`config.mk`:
```
export PLATFORM = sky130hd
export DESIGN_NAME = telemetry_line_formatter
export DESIGN_NICKNAME = d
export VERILOG_FILES = /design/src/rtl/telemetry_line_formatter.sv
export SDC_FILE = /design/constraint.sdc
export NUM_CORES = 1
export LEC_CHECK = 0
export CAP_MARGIN = 20
export CORE_ASPECT_RATIO = 2
export CORE_MARGIN = 2
export CORE_UTILIZATION = 58
export CTS_CLUSTER_DIAMETER = 200
export DETAILED_ROUTE_END_ITERATION = 12
export PLACE_DENSITY = 0.9
export SETUP_SLACK_MARGIN = 0.4
export SLEW_MARGIN = 20
export SYNTH_ARGS = -nofsm -noshare
export SYNTH_HDL_FRONTEND = slang
export SYNTH_SLANG_ARGS = --single-unit
```
`constraint.sdc`:
```
create_clock -name clk -period 2.4 [get_ports clk]
set_input_delay 0.48 -clock clk [delete_from_list [all_inputs] [get_ports clk]]
set_output_delay 0.48 -clock clk [all_outputs]
set_load 0.02 [all_outputs]
```
`src/rtl/telemetry_line_formatter.sv`:
```
//==============================================================================
// Module   : telemetry_line_formatter
// Function : Snapshots encoder/temperature/bill telemetry on request and emits
//            one 15-byte ASCII-hex line to a byte UART transmitter, obeying
//            the transmitter busy handshake. Optional change-only filtering.
// Revision : 1.0  initial release
//==============================================================================
`default_nettype none

module telemetry_line_formatter #(
    parameter int CHANGE_ONLY = 1
) (
    input  logic        clk,
    input  logic        rst,
    input  logic        send_req,
    input  logic [11:0] enc1_pos,
    input  logic [11:0] enc2_pos,
    input  logic [7:0]  temperature,
    input  logic [7:0]  bill_count,
    input  logic        tx_busy,
    output logic        tx_start,
    output logic [7:0]  tx_data,
    output logic        frame_busy,
    output logic        frame_done,
    output logic        req_dropped
);

    typedef enum logic [2:0] {
        S_IDLE = 3'd0,
        S_LOAD = 3'd1,
        S_SEND = 3'd2,
        S_GAP  = 3'd3,
        S_WAIT = 3'd4
    } state_t;

    localparam logic [3:0] c_LAST_IDX = 4'd14;
    localparam logic [7:0] c_SPACE    = 8'h20;
    localparam logic [7:0] c_CR       = 8'h0D;
    localparam logic [7:0] c_LF       = 8'h0A;

    state_t      r_state;
    logic [39:0] r_snap;       // {enc1, enc2, temperature, bill}
    logic [39:0] r_last;       // payload of the last completed frame
    logic        r_last_vld;
    logic [3:0]  r_idx;
    logic        r_tx_start;
    logic [7:0]  r_tx_data;
    logic        r_frame_busy;
    logic        r_frame_done;
    logic        r_req_dropped;

    logic [39:0] w_live;
    logic        w_same;
    logic [7:0]  w_byte;

    assign w_live = {enc1_pos, enc2_pos, temperature, bill_count};
    // Change-only filtering looks at the live inputs on the request cycle.
    assign w_same = (CHANGE_ONLY != 0) && r_last_vld && (w_live == r_last);

    function automatic logic [7:0] hex_ascii(input logic [3:0] n);
        if (n < 4'd10) return 8'h30 + {4'h0, n};
        else           return 8'h37 + {4'h0, n};
    endfunction

    // Select the character for the current byte index from the snapshot.
    always_comb begin
        w_byte = c_LF;
        case (r_idx)
            4'd0:    w_byte = hex_ascii(r_snap[39:36]);
            4'd1:    w_byte = hex_ascii(r_snap[35:32]);
            4'd2:    w_byte = hex_ascii(r_snap[31:28]);
            4'd3:    w_byte = c_SPACE;
            4'd4:    w_byte = hex_ascii(r_snap[27:24]);
            4'd5:    w_byte = hex_ascii(r_snap[23:20]);
            4'd6:    w_byte = hex_ascii(r_snap[19:16]);
            4'd7:    w_byte = c_SPACE;
            4'd8:    w_byte = hex_ascii(r_snap[15:12]);
            4'd9:    w_byte = hex_ascii(r_snap[11:8]);
            4'd10:   w_byte = c_SPACE;
            4'd11:   w_byte = hex_ascii(r_snap[7:4]);
            4'd12:   w_byte = hex_ascii(r_snap[3:0]);
            4'd13:   w_byte = c_CR;
            default: w_byte = c_LF;
        endcase
    end

    // Frame sequencer with registered handshake and status outputs.
    always_ff @(posedge clk) begin
        if (rst) begin
            r_state       <= S_IDLE;
            r_snap        <= '0;
            r_last        <= '0;
            r_last_vld    <= 1'b0;
            r_idx         <= '0;
            r_tx_start    <= 1'b0;
            r_tx_data     <= '0;
            r_frame_busy  <= 1'b0;
            r_frame_done  <= 1'b0;
            r_req_dropped <= 1'b0;
        end else begin
            r_tx_start    <= 1'b0;
            r_frame_done  <= 1'b0;
            r_req_dropped <= 1'b0;

            if (send_req && (r_state != S_IDLE)) begin
                r_req_dropped <= 1'b1;
            end

            case (r_state)
                S_IDLE: begin
                    if (send_req) begin
                        // A request coinciding with the completion pulse is
                        // treated as arriving before the FSM is back in IDLE.
                        if (r_frame_done || w_same) begin
                            r_req_dropped <= 1'b1;
                        end else begin
                            r_snap       <= w_live;
                            r_idx        <= '0;
                            r_frame_busy <= 1'b1;
                            r_state      <= S_LOAD;
                        end
                    end
                end
                S_LOAD: begin
                    r_tx_data <= w_byte;
                    if (!tx_busy) begin
                        r_tx_start <= 1'b1;
                        r_state    <= S_SEND;
                    end
                end
                S_SEND: begin
                    r_state <= S_GAP;
                end
                // Transmitter raises busy one cycle after the start strobe.
                S_GAP: begin
                    r_state <= S_WAIT;
                end
                S_WAIT: begin
                    if (!tx_busy) begin
                        if (r_idx == c_LAST_IDX) begin
                            r_frame_done <= 1'b1;
                            r_frame_busy <= 1'b0;
                            r_last       <= r_snap;
                            r_last_vld   <= 1'b1;
                            r_state      <= S_IDLE;
                        end else begin
                            r_idx   <= r_idx + 4'd1;
                            r_state <= S_LOAD;
                        end
                    end
                end
                default: begin
                    r_state <= S_IDLE;
                end
            endcase
        end
    end

    assign tx_start    = r_tx_start;
    assign tx_data     = r_tx_data;
    assign frame_busy  = r_frame_busy;
    assign frame_done  = r_frame_done;
    assign req_dropped = r_req_dropped;

endmodule

`default_nettype wire

```
; ---- Yosys cells after proc, flatten, opt, wreduce, memory -nomap -nowiden
; Index checks and enable logic that the tools add are counted.
[totals]
input_bits = 44
n_memories = 0
output_inout_bits = 12
rom_bits = 0
wordCells = 118
reg_bits = 100
latchBits = 0
mem_bits_rw = 0
[op_classes]
div = 0
shifts = 0
bitwise = 4
n_reduce_logical = 15
mux = 33
magnitude_cmp = 10
mul = 0
eq_ne = 25
addsub = 21
[ops]
columns = op, count
row1 = adder 6 x 4 -> 7 bit (first input constant), 20
row2 = one-hot mux 8 bit (12 select lines), 1
row3 = 2-to-1 mux 7 bit, 10
row4 = == test 40 bit, 1
row5 = < comparator 4 bit (second input constant), 10
row6 = == test 4 bit (second input constant), 7
row7 = == test 4 x 3 -> 1 bit (second input constant), 4
row8 = 2-to-1 mux 4 bit, 4
row9 = one-hot mux 3 bit (5 select lines), 1
row10 = 2-to-1 mux 3 bit, 4
row11 = inequality test 2 bit (second input constant), 6
row12 = 2-to-1 mux 1 bit, 11
row13 = AND reduction 5 bit, 2
row14 = == test 4 x 2 -> 1 bit (second input constant), 2
row15 = one-hot mux 4 bit (2 select lines), 1
row16 = == test 3 x 2 -> 1 bit (second input constant), 2
row17 = AND reduction 3 bit, 2
row18 = OR reduction 3 bit, 2
row19 = adder 4 x 1 -> 4 bit (second input constant), 1
row20 = == test 4 x 1 -> 1 bit (second input constant), 1
row21 = logical NOT 4 bit, 1
row22 = inverter 1 bit, 4
row23 = AND reduction 4 bit, 1
row24 = == test 3 x 1 -> 1 bit (second input constant), 1
row25 = other kinds (8), 9

; ---- Longest topological paths before layout
; Gate-level depths: netlist (run 1).
[depth]
word_depth = 6
depth_mapped = 9
ltp_nobuf = 8

; ---- Least setup slack after synthesis (run 1)
; Ideal clock, no wire load.
[synth_timing]
kind = input port to flip-flop
start = input port enc2_pos[6]
end = register r_snap[33]
stages = 7
setup_time_ns = 0.132
setup_slack_ns = 0.308
t_arrival_ns = 1.959
path_buffers = 1
required_ns = 2.268
cell_sequence = xor2_1 or4_4 nor4_4 nand4_4 buf_6 nand3_1 a21oi_1
[synth_between]
elab_chain_len = 5
[synth_rtl]
columns = element, line
row1 = start: declaration, 17  ; input logic [11:0] enc2_pos,
row2 = == test 40 bit, 58  ; assign w_same = (CHANGE_ONLY != 0) && r_last_vld && (w_live == r_last);
row3 = logical AND 1 bit, 58
row4 = logical OR 1 bit, 114  ; if (r_frame_done || w_same) begin
row5 = inverter 1 bit (no source line), n/a
row6 = AND reduction 3 bit (no source line), n/a
row7 = end signal: assignment, 117  ; r_snap <= w_live;
row8 = end: declaration, 42  ; logic [39:0] r_snap;
; Every way passes these cells.
; A chain may end at the register's enable or synchronous reset.

; ---- Worst setup path in the final report (run 1)
[layout_timing]
start = register r_last[8]
end = register r_snap[8]
[layout_between]
elab_chain_len = 5
[layout_rtl]
columns = element, line
row1 = start: declaration, 43  ; logic [39:0] r_last;
row2 = start signal: assignment, 143  ; r_last <= r_snap;
row3 = == test 40 bit, 58
row4 = logical AND 1 bit, 58
row5 = logical OR 1 bit, 114
row6 = inverter 1 bit (no source line), n/a
row7 = AND reduction 3 bit (no source line), n/a
; Every way passes these cells.

==> results of run 1 <==
==> where the power goes <==
group,internal [mW],switching [mW]
clock,0.836,0.739
combinational,0.285,0.418
sequential,1.70,0.106
==> stage by stage <==
| stage | total power [mW] | hold WS (ns) | cell area, um2 | utilization [%] | setup TNS [ns] |
|---|---|---|---|---|---|
| after floorplan | 2.14 | 0.443 | 5630 | - | 0 |
| after global placement | 2.40 | 0.444 | 6550 | 69.7 | -9.98 |
| after detailed placement | 2.42 | 0.448 | 6550 | 69.7 | -15.94 |
| after CTS | 3.96 | 0.419 | 7520 | 80.1 | 0 |
| after global routing | 4.19 | 0.402 | 7800 | 83.1 | 0 |
| final | 4.09 | 0.392 | 7800 | 83.1 | 0 |
==> layout make-up <==
| cell class | count | area, um2 | area share, % |
|---|---|---|---|
| clock buffer | 10 | 229 | 2.94 |
| clock inverter | 6 | 78.8 | 1.01 |
| inverter | 26 | 97.6 | 1.25 |
| multi-input combinational | 579 | 3940 | 50.5 |
| sequential | 99 | 2000 | 25.6 |
| tap | 104 | 130 | 1.67 |
| timing repair buffer | 125 | 1330 | 17.0 |
==> Yosys cell counts (all sizes together) (16+ instances only) <==
| cell type | instances |
|---|---|
| nand2b | 16 |
| nor3 | 23 |
| inv | 26 |
| xnor2 | 41 |
| a21oi | 103 |
| clkbuf | 31 |
| o21ai | 64 |
| nor2 | 20 |
| nand2 | 117 |
| nand3 | 61 |
| dfxtp | 99 |
| buf | 16 |
==> worst paths after layout <==
kind	from	endpoint	slack (ns)	cells past startpoint
max	r_last[8]$_SDFFE_PP0P_	r_snap[8]$_SDFFE_PP0P_	0.18	8
min	enc1_pos[10]	r_snap[38]$_SDFFE_PP0P_	0.39	3
max reg2reg	r_last[8]$_SDFFE_PP0P_	r_snap[8]$_SDFFE_PP0P_	0.18	8
min reg2reg	tx_data[5]$_SDFFE_PP0N_	tx_data[5]$_SDFFE_PP0N_	0.46	2
==> cells by family (layout without fill, tap and decap cells) <==
kind of cell	Yosys count	in the layout
AOI/OAI and AO/OA	221	221
and+or+nand+nor	294	294
DFF	99	99
xor gates and xnor gates	48	48
other	1	1
muxes	1	1
adders and majority gates	14	14
buffers and inverters	73	167
==> what timing repair did <==
item | CTS | global route
gates resized for setup | 145 | 57
cloned | 6 | 2
setup buffers | 8 | 2
pin swaps | 55 | 33
endpoints found under the setup margin | 90 | 60
==> registers in the layout, summed over array words and instances (netlist names) <==
name	cells
r_last_vld	1
frame_done	1
tx_data	7
tx_start	1
req_dropped	1
r_state	3
frame_busy	1
r_snap	40
r_last	40
r_idx	4
==> layer usage <==
layer  up-vias  GRT usage, %  part of all wire [%]
met4         0          38.8                    12
met2       687          73.4                    47
li1       2840             -                     -
met3       285          11.8                    11
met1      3121          46.5                    30
met5         -             0                     0
==> worst max-delay path, cell delays in order, from the launching register on <==
cell       delay (ns)
dfxtp_1          0.39
xor2_2           0.17
nand4b_1         0.32
nor4_4           0.31
and4_4           0.36
buf_12           0.14
clkbuf_16        0.14
o21ai_1          0.08
a21oi_1          0.21
==> impl_metrics.json, run 1 <==
{
  "yosys_warnings": 0,
  "grt_pass1_wl_mm": 35.6,
  "htreeDepth": 3,
  "placedCellCount": 915,
  "drive_gt1_share_pct": 24.4,
  "synth_seq_cells": 99,
  "initial_core_util_pct": 60.0,
  "fin_cells": 949,
  "drc_errors": 0,
  "synth_xor_xnor_area_share_pct": 7.47,
  "hp-class": "input pin to flop",
  "drt_iter0_drc": 1192,
  "clkTransAtPathRegs_ns": 0.08,
  "fin_crit_ns": 2.22,
  "synth-simple-area-share_pct": 26.1,
  "first_pass_iters": 7,
  "synth.distinct_cells": 54,
  "critPathRequiredTime_ns": 2.68,
  "wl_per_cell_um": 26.8,
  "diodes": 0,
  "fmax_mhz": 451,
  "finalSetupViolations": 0,
  "slew_headroom_pct": 49.9,
  "startpoint_type": "flop",
  "ctsHoldBuffers": 0,
  "final_common_cell": "nand2_1",
  "critPathMaxFanout": 5,
  "skew_ns": 0.0159,
  "cts_buffer_depth": 2,
  "grt_pass1_vias": 6746,
  "clk_latency_ns": 0.36,
  "die_y_um": 143,
  "core_um2": 9380,
  "syn_nets": 809,
  "portBuffers": 54,
  "clock-sinks": 99,
  "synthesis.area_um2": 5630,
  "grt-ovfl-total": 0,
  "nets": 898,
  "antenna_found_initial": 0,
  "synth_largest_area_cell": "dfxtp_1",
  "die_w_um": 73.7,
  "worstMarginPinSlew_ns": 0.744,
  "ios": 56,
  "synthMuxAreaShare_pct": 0.178,
  "hold_viol": 0,
  "setup_ws_ns": 0.185,
  "power_density_nw_per_um2": 524,
  "antenna_left": 0,
  "critical_path_arrival_ns": 2.50,
  "final_cell_mix": "116 x nand2_1, 93 x a21oi_1, 88 x dfxtp_1",
  "wl_mm": 25.4,
  "pre_cts_ws_ns": -0.426,
  "slew_viol_final": 0,
  "end_kind": "flop",
  "synth_top_family_by_area": "simple AND/OR/NAND/NOR gates",
  "status": "complete, no violations",
  "cap_violations": 0,
  "p_leak_nw": 2.75,
  "peakVddDrop_v": 0.000523,
  "root_buffer": "clkbuf_16",
  "cts_tree": "yes",
  "synthFlopType": "dfxtp_1",
  "dr_total_vias": 6933,
  "place_congestion": 1.05,
  "num_rows": 50,
  "grt_max_degree": 57,
  "synth_top_area_share_pct": 35.2,
  "grtUsageTotal_pct": 45.2,
  "synthAdderAreaFrac_pct": 3.11,
  "syn_area_per_cell_um2": 7.50,
  "synthArstFlopShare_pct": 0,
  "seq_area_frac_synth_pct": 35.2,
  "synth_compound_area_share_pct": 22.1,
  "rsz0062_at_grt": "yes",
  "die-area_um2": 10600,
  "synth_area_leaders": "dfxtp_1 35%, a21oi_1 9.2%, nand2_1 7.8%",
  "fill_cells": 503,
  "vias_per_cell": 7.31,
  "finalCritPeriodShare_pct": 92.3,
  "area_growth_pct": 38.5,
  "syn_inst": 751,
  "path_class": "flop to flop",
  "synth_edf_count": 0,
  "dp_hpwl_mm": 14.5,
  "cts_made_buffers": 9
}
No activity file was read; power rests on OpenSTA's default activity.
==> inputs of run 2 (changes only) <==
--- a/config.mk
+++ b/config.mk
@@ -9,3 +9,3 @@
 export CORE_ASPECT_RATIO = 2
-export CORE_MARGIN = 2
+export CORE_MARGIN = 8
 export CORE_UTILIZATION = 58
@@ -14,2 +14,3 @@
 export PLACE_DENSITY = 0.9
+export REMOVE_ABC_BUFFERS = 1
 export SETUP_SLACK_MARGIN = 0.4
==> constraint.sdc (replaced) <==
create_clock -name clk -period 2.4 [get_ports clk]
set_input_delay 0.24 -clock clk [delete_from_list [all_inputs] [get_ports clk]]
set_output_delay 0.24 -clock clk [all_outputs]
set_load 0.02 [all_outputs]
==> run 2 against run 1 <==
Compared with the run above:
- count of clock-buffer cells in the layout increased by 3
- sequential power about the same
- routed wire length is 27% lower
- core utilization decreased by 9.6 points
- largest power group unchanged
==> impl_metrics.json, run 2 (synthesis results as in run 1) <==
{
  "cp-endpoint": "req_dropped$_SDFF_PP0_",
  "hold_viol": 0,
  "slew_headroom_pct": 63.7,
  "timing.rr.start": "r_last[22]$_SDFFE_PP0P_",
  "first_pass_iters": 5,
  "num_rows": 51,
  "power_density_nw_per_um2": 540,
  "place_congestion": 1.01,
  "cts_buffer_depth": 2,
  "cpMaxStageDelayCell": "or4_4",
  "peakVddDrop_v": 0.000470,
  "fin_crit_ns": 2.08,
  "core_um2": 9570,
  "stdcell_area_um2": 7030,
  "critPathRequiredTime_ns": 2.66,
  "finalSetupViolations": 0,
  "cts_tree": "yes",
  "status": "complete, no violations",
  "fin_cells": 925,
  "root_buffer": "clkbuf_16",
  "grt_pass1_vias": 5696,
  "grt_pass1_wl_mm": 28.7,
  "vias_per_cell": 6.35,
  "final_common_cell": "nand2_1",
  "antenna_found_initial": 0,
  "crit_chain": "xor2_2 -> or4_4 -> nor4_4 -> nand4_4 -> buf_12 -> a311oi_2",
  "diodes": 0,
  "clock-sinks": 99,
  "r2r_end": "req_dropped$_SDFF_PP0_",
  "htreeDepth": 3,
  "wl_mm": 18.6,
  "cap_violations": 0,
  "dp_hpwl_mm": 13.2,
  "grt-ovfl-total": 0,
  "die-area_um2": 13300,
  "rsz0062_at_grt": "yes",
  "crit_family": "simple AND/OR/NAND/NOR gates",
  "ios": 56,
  "worstMarginPinSlew_ns": 0.545,
  "path_class": "flop to flop",
  "slew_viol_final": 0,
  "grt_max_degree": 44,
  "drt_iter0_drc": 565,
  "dr_total_vias": 5877,
  "drc_errors": 0,
  "placedCellCount": 906,
  "rrSetupSlack_ns": 0.32,
  "finalCritPeriodShare_pct": 86.5,
  "drive_gt1_share_pct": 13.9,
  "hold_start": "temperature[0]",
  "clkTransAtPathRegs_ns": 0.07,
  "cts_made_buffers": 9,
  "critical_path_arrival_ns": 2.34,
  "area_growth_pct": 24.9,
  "finalPower_mw": 3.80,
  "hp-class": "input pin to flop",
  "nets": 872,
  "skew_ns": 0.00840,
  "antenna_left": 0,
  "portBuffers": 54,
  "crit_buf_inv": 1,
  "timing.critical_path.from": "r_last[22]$_SDFFE_PP0P_",
  "initial_core_util_pct": 58.8,
  "grtUsageTotal_pct": 27.0,
  "final_cell_mix": "116 x nand2_1, 96 x a21oi_1, 92 x dfxtp_1",
  "fmax_mhz": 481,
  "clk_latency_ns": 0.35,
  "reg2reg_depth": 6,
  "end_kind": "flop",
  "fin_tns_setup_ns": 0,
  "wl_per_cell_um": 20.1,
  "cp_slowest_stage_delay_ns": 0.56,
  "startpoint_type": "flop",
  "die_y_um": 155,
  "ctsHoldBuffers": 0,
  "die_w_um": 85.7,
  "crit_cells": 6,
  "p_leak_nw": 2.36,
  "critPathMaxFanout": 8,
  "place_area_um2": 6440,
  "utilization_pct": 73.5
}
-- run 2: cell count changes in the layout (fill, tap and decap cells not counted), sizes merged, moves of 2 or more --
cell	delta
clkdlybuf4s50	+35
buf	-28
dlygate4sd2	-28
inv	-4
clkinvlp	+3
clkbuf	-2
clkdlybuf4s15	-2
dlymetal6s2s	+2
-- run 2: area by class of cell --
class / count / area [um2]
clock buffer: 13 / 260
inverter: 26 / 97.6
tap: 106 / 133
sequential: 99 / 1990
multi-input combinational: 579 / 3550
fill: 726 / 2540
clock inverter: 3 / 22.5
timing repair buffer: 99 / 975
-- run 2: through the flow --
step	hold WS [ns]	setup slack, ns
finish	0.231	0.323
global route	0.243	0.276
CTS	0.329	0.333
detailed placement	0.454	-0.120
global placement	0.443	-0.0925
floorplan	0.309	-0.274
-- run 2: power breakdown --
part           internal, mW  switching (mW)  total [mW]
Clock                 0.762           0.635        1.40
Combinational         0.270           0.329       0.599
Sequential             1.71          0.0960        1.80
Total                  2.74            1.06        3.80
-- run 2: worst min path at each step --
stage               slack (ns)  cells after the start                      end
finish                    0.23                      3   r_snap[8]$_SDFFE_PP0P_
global route              0.24                      3  r_snap[32]$_SDFFE_PP0P_
CTS                       0.33                      2    frame_done$_SDFF_PP0_
detailed placement        0.45                      2  tx_data[6]$_SDFFE_PP0N_
global placement          0.44                      2  tx_data[6]$_SDFFE_PP0N_
floorplan                 0.31                      1   r_last[0]$_SDFFE_PP0P_
-- run 2: worst register-to-register path, stage by stage (launching register included) --
cell,delay (ns)
dfxtp_2,0.34
xor2_2,0.17
or4_4,0.56
nor4_4,0.22
nand4_4,0.23
buf_12,0.22
a311oi_2,0.26
-- run 2: per-layer routing --
metal / part of all wire (%) / vias up / track usage, %
met3: 5.8 / 58 / 4.70
met4: 5.6 / 0 / 15.0
met2: 51 / 260 / 46.7
met5: 0 / - / 0
li1: - / 2782 / -
met1: 38 / 2777 / 30.2
-- run 2: timing repair --
| action | in CTS | in global routing |
|---|---|---|
| pin swaps | 1 | 8 |
| setup buffers | 0 | 1 |
| gates resized for setup | 3 | 54 |
| cloned | 0 | 2 |
| setup endpoints to repair | 49 | 89 |
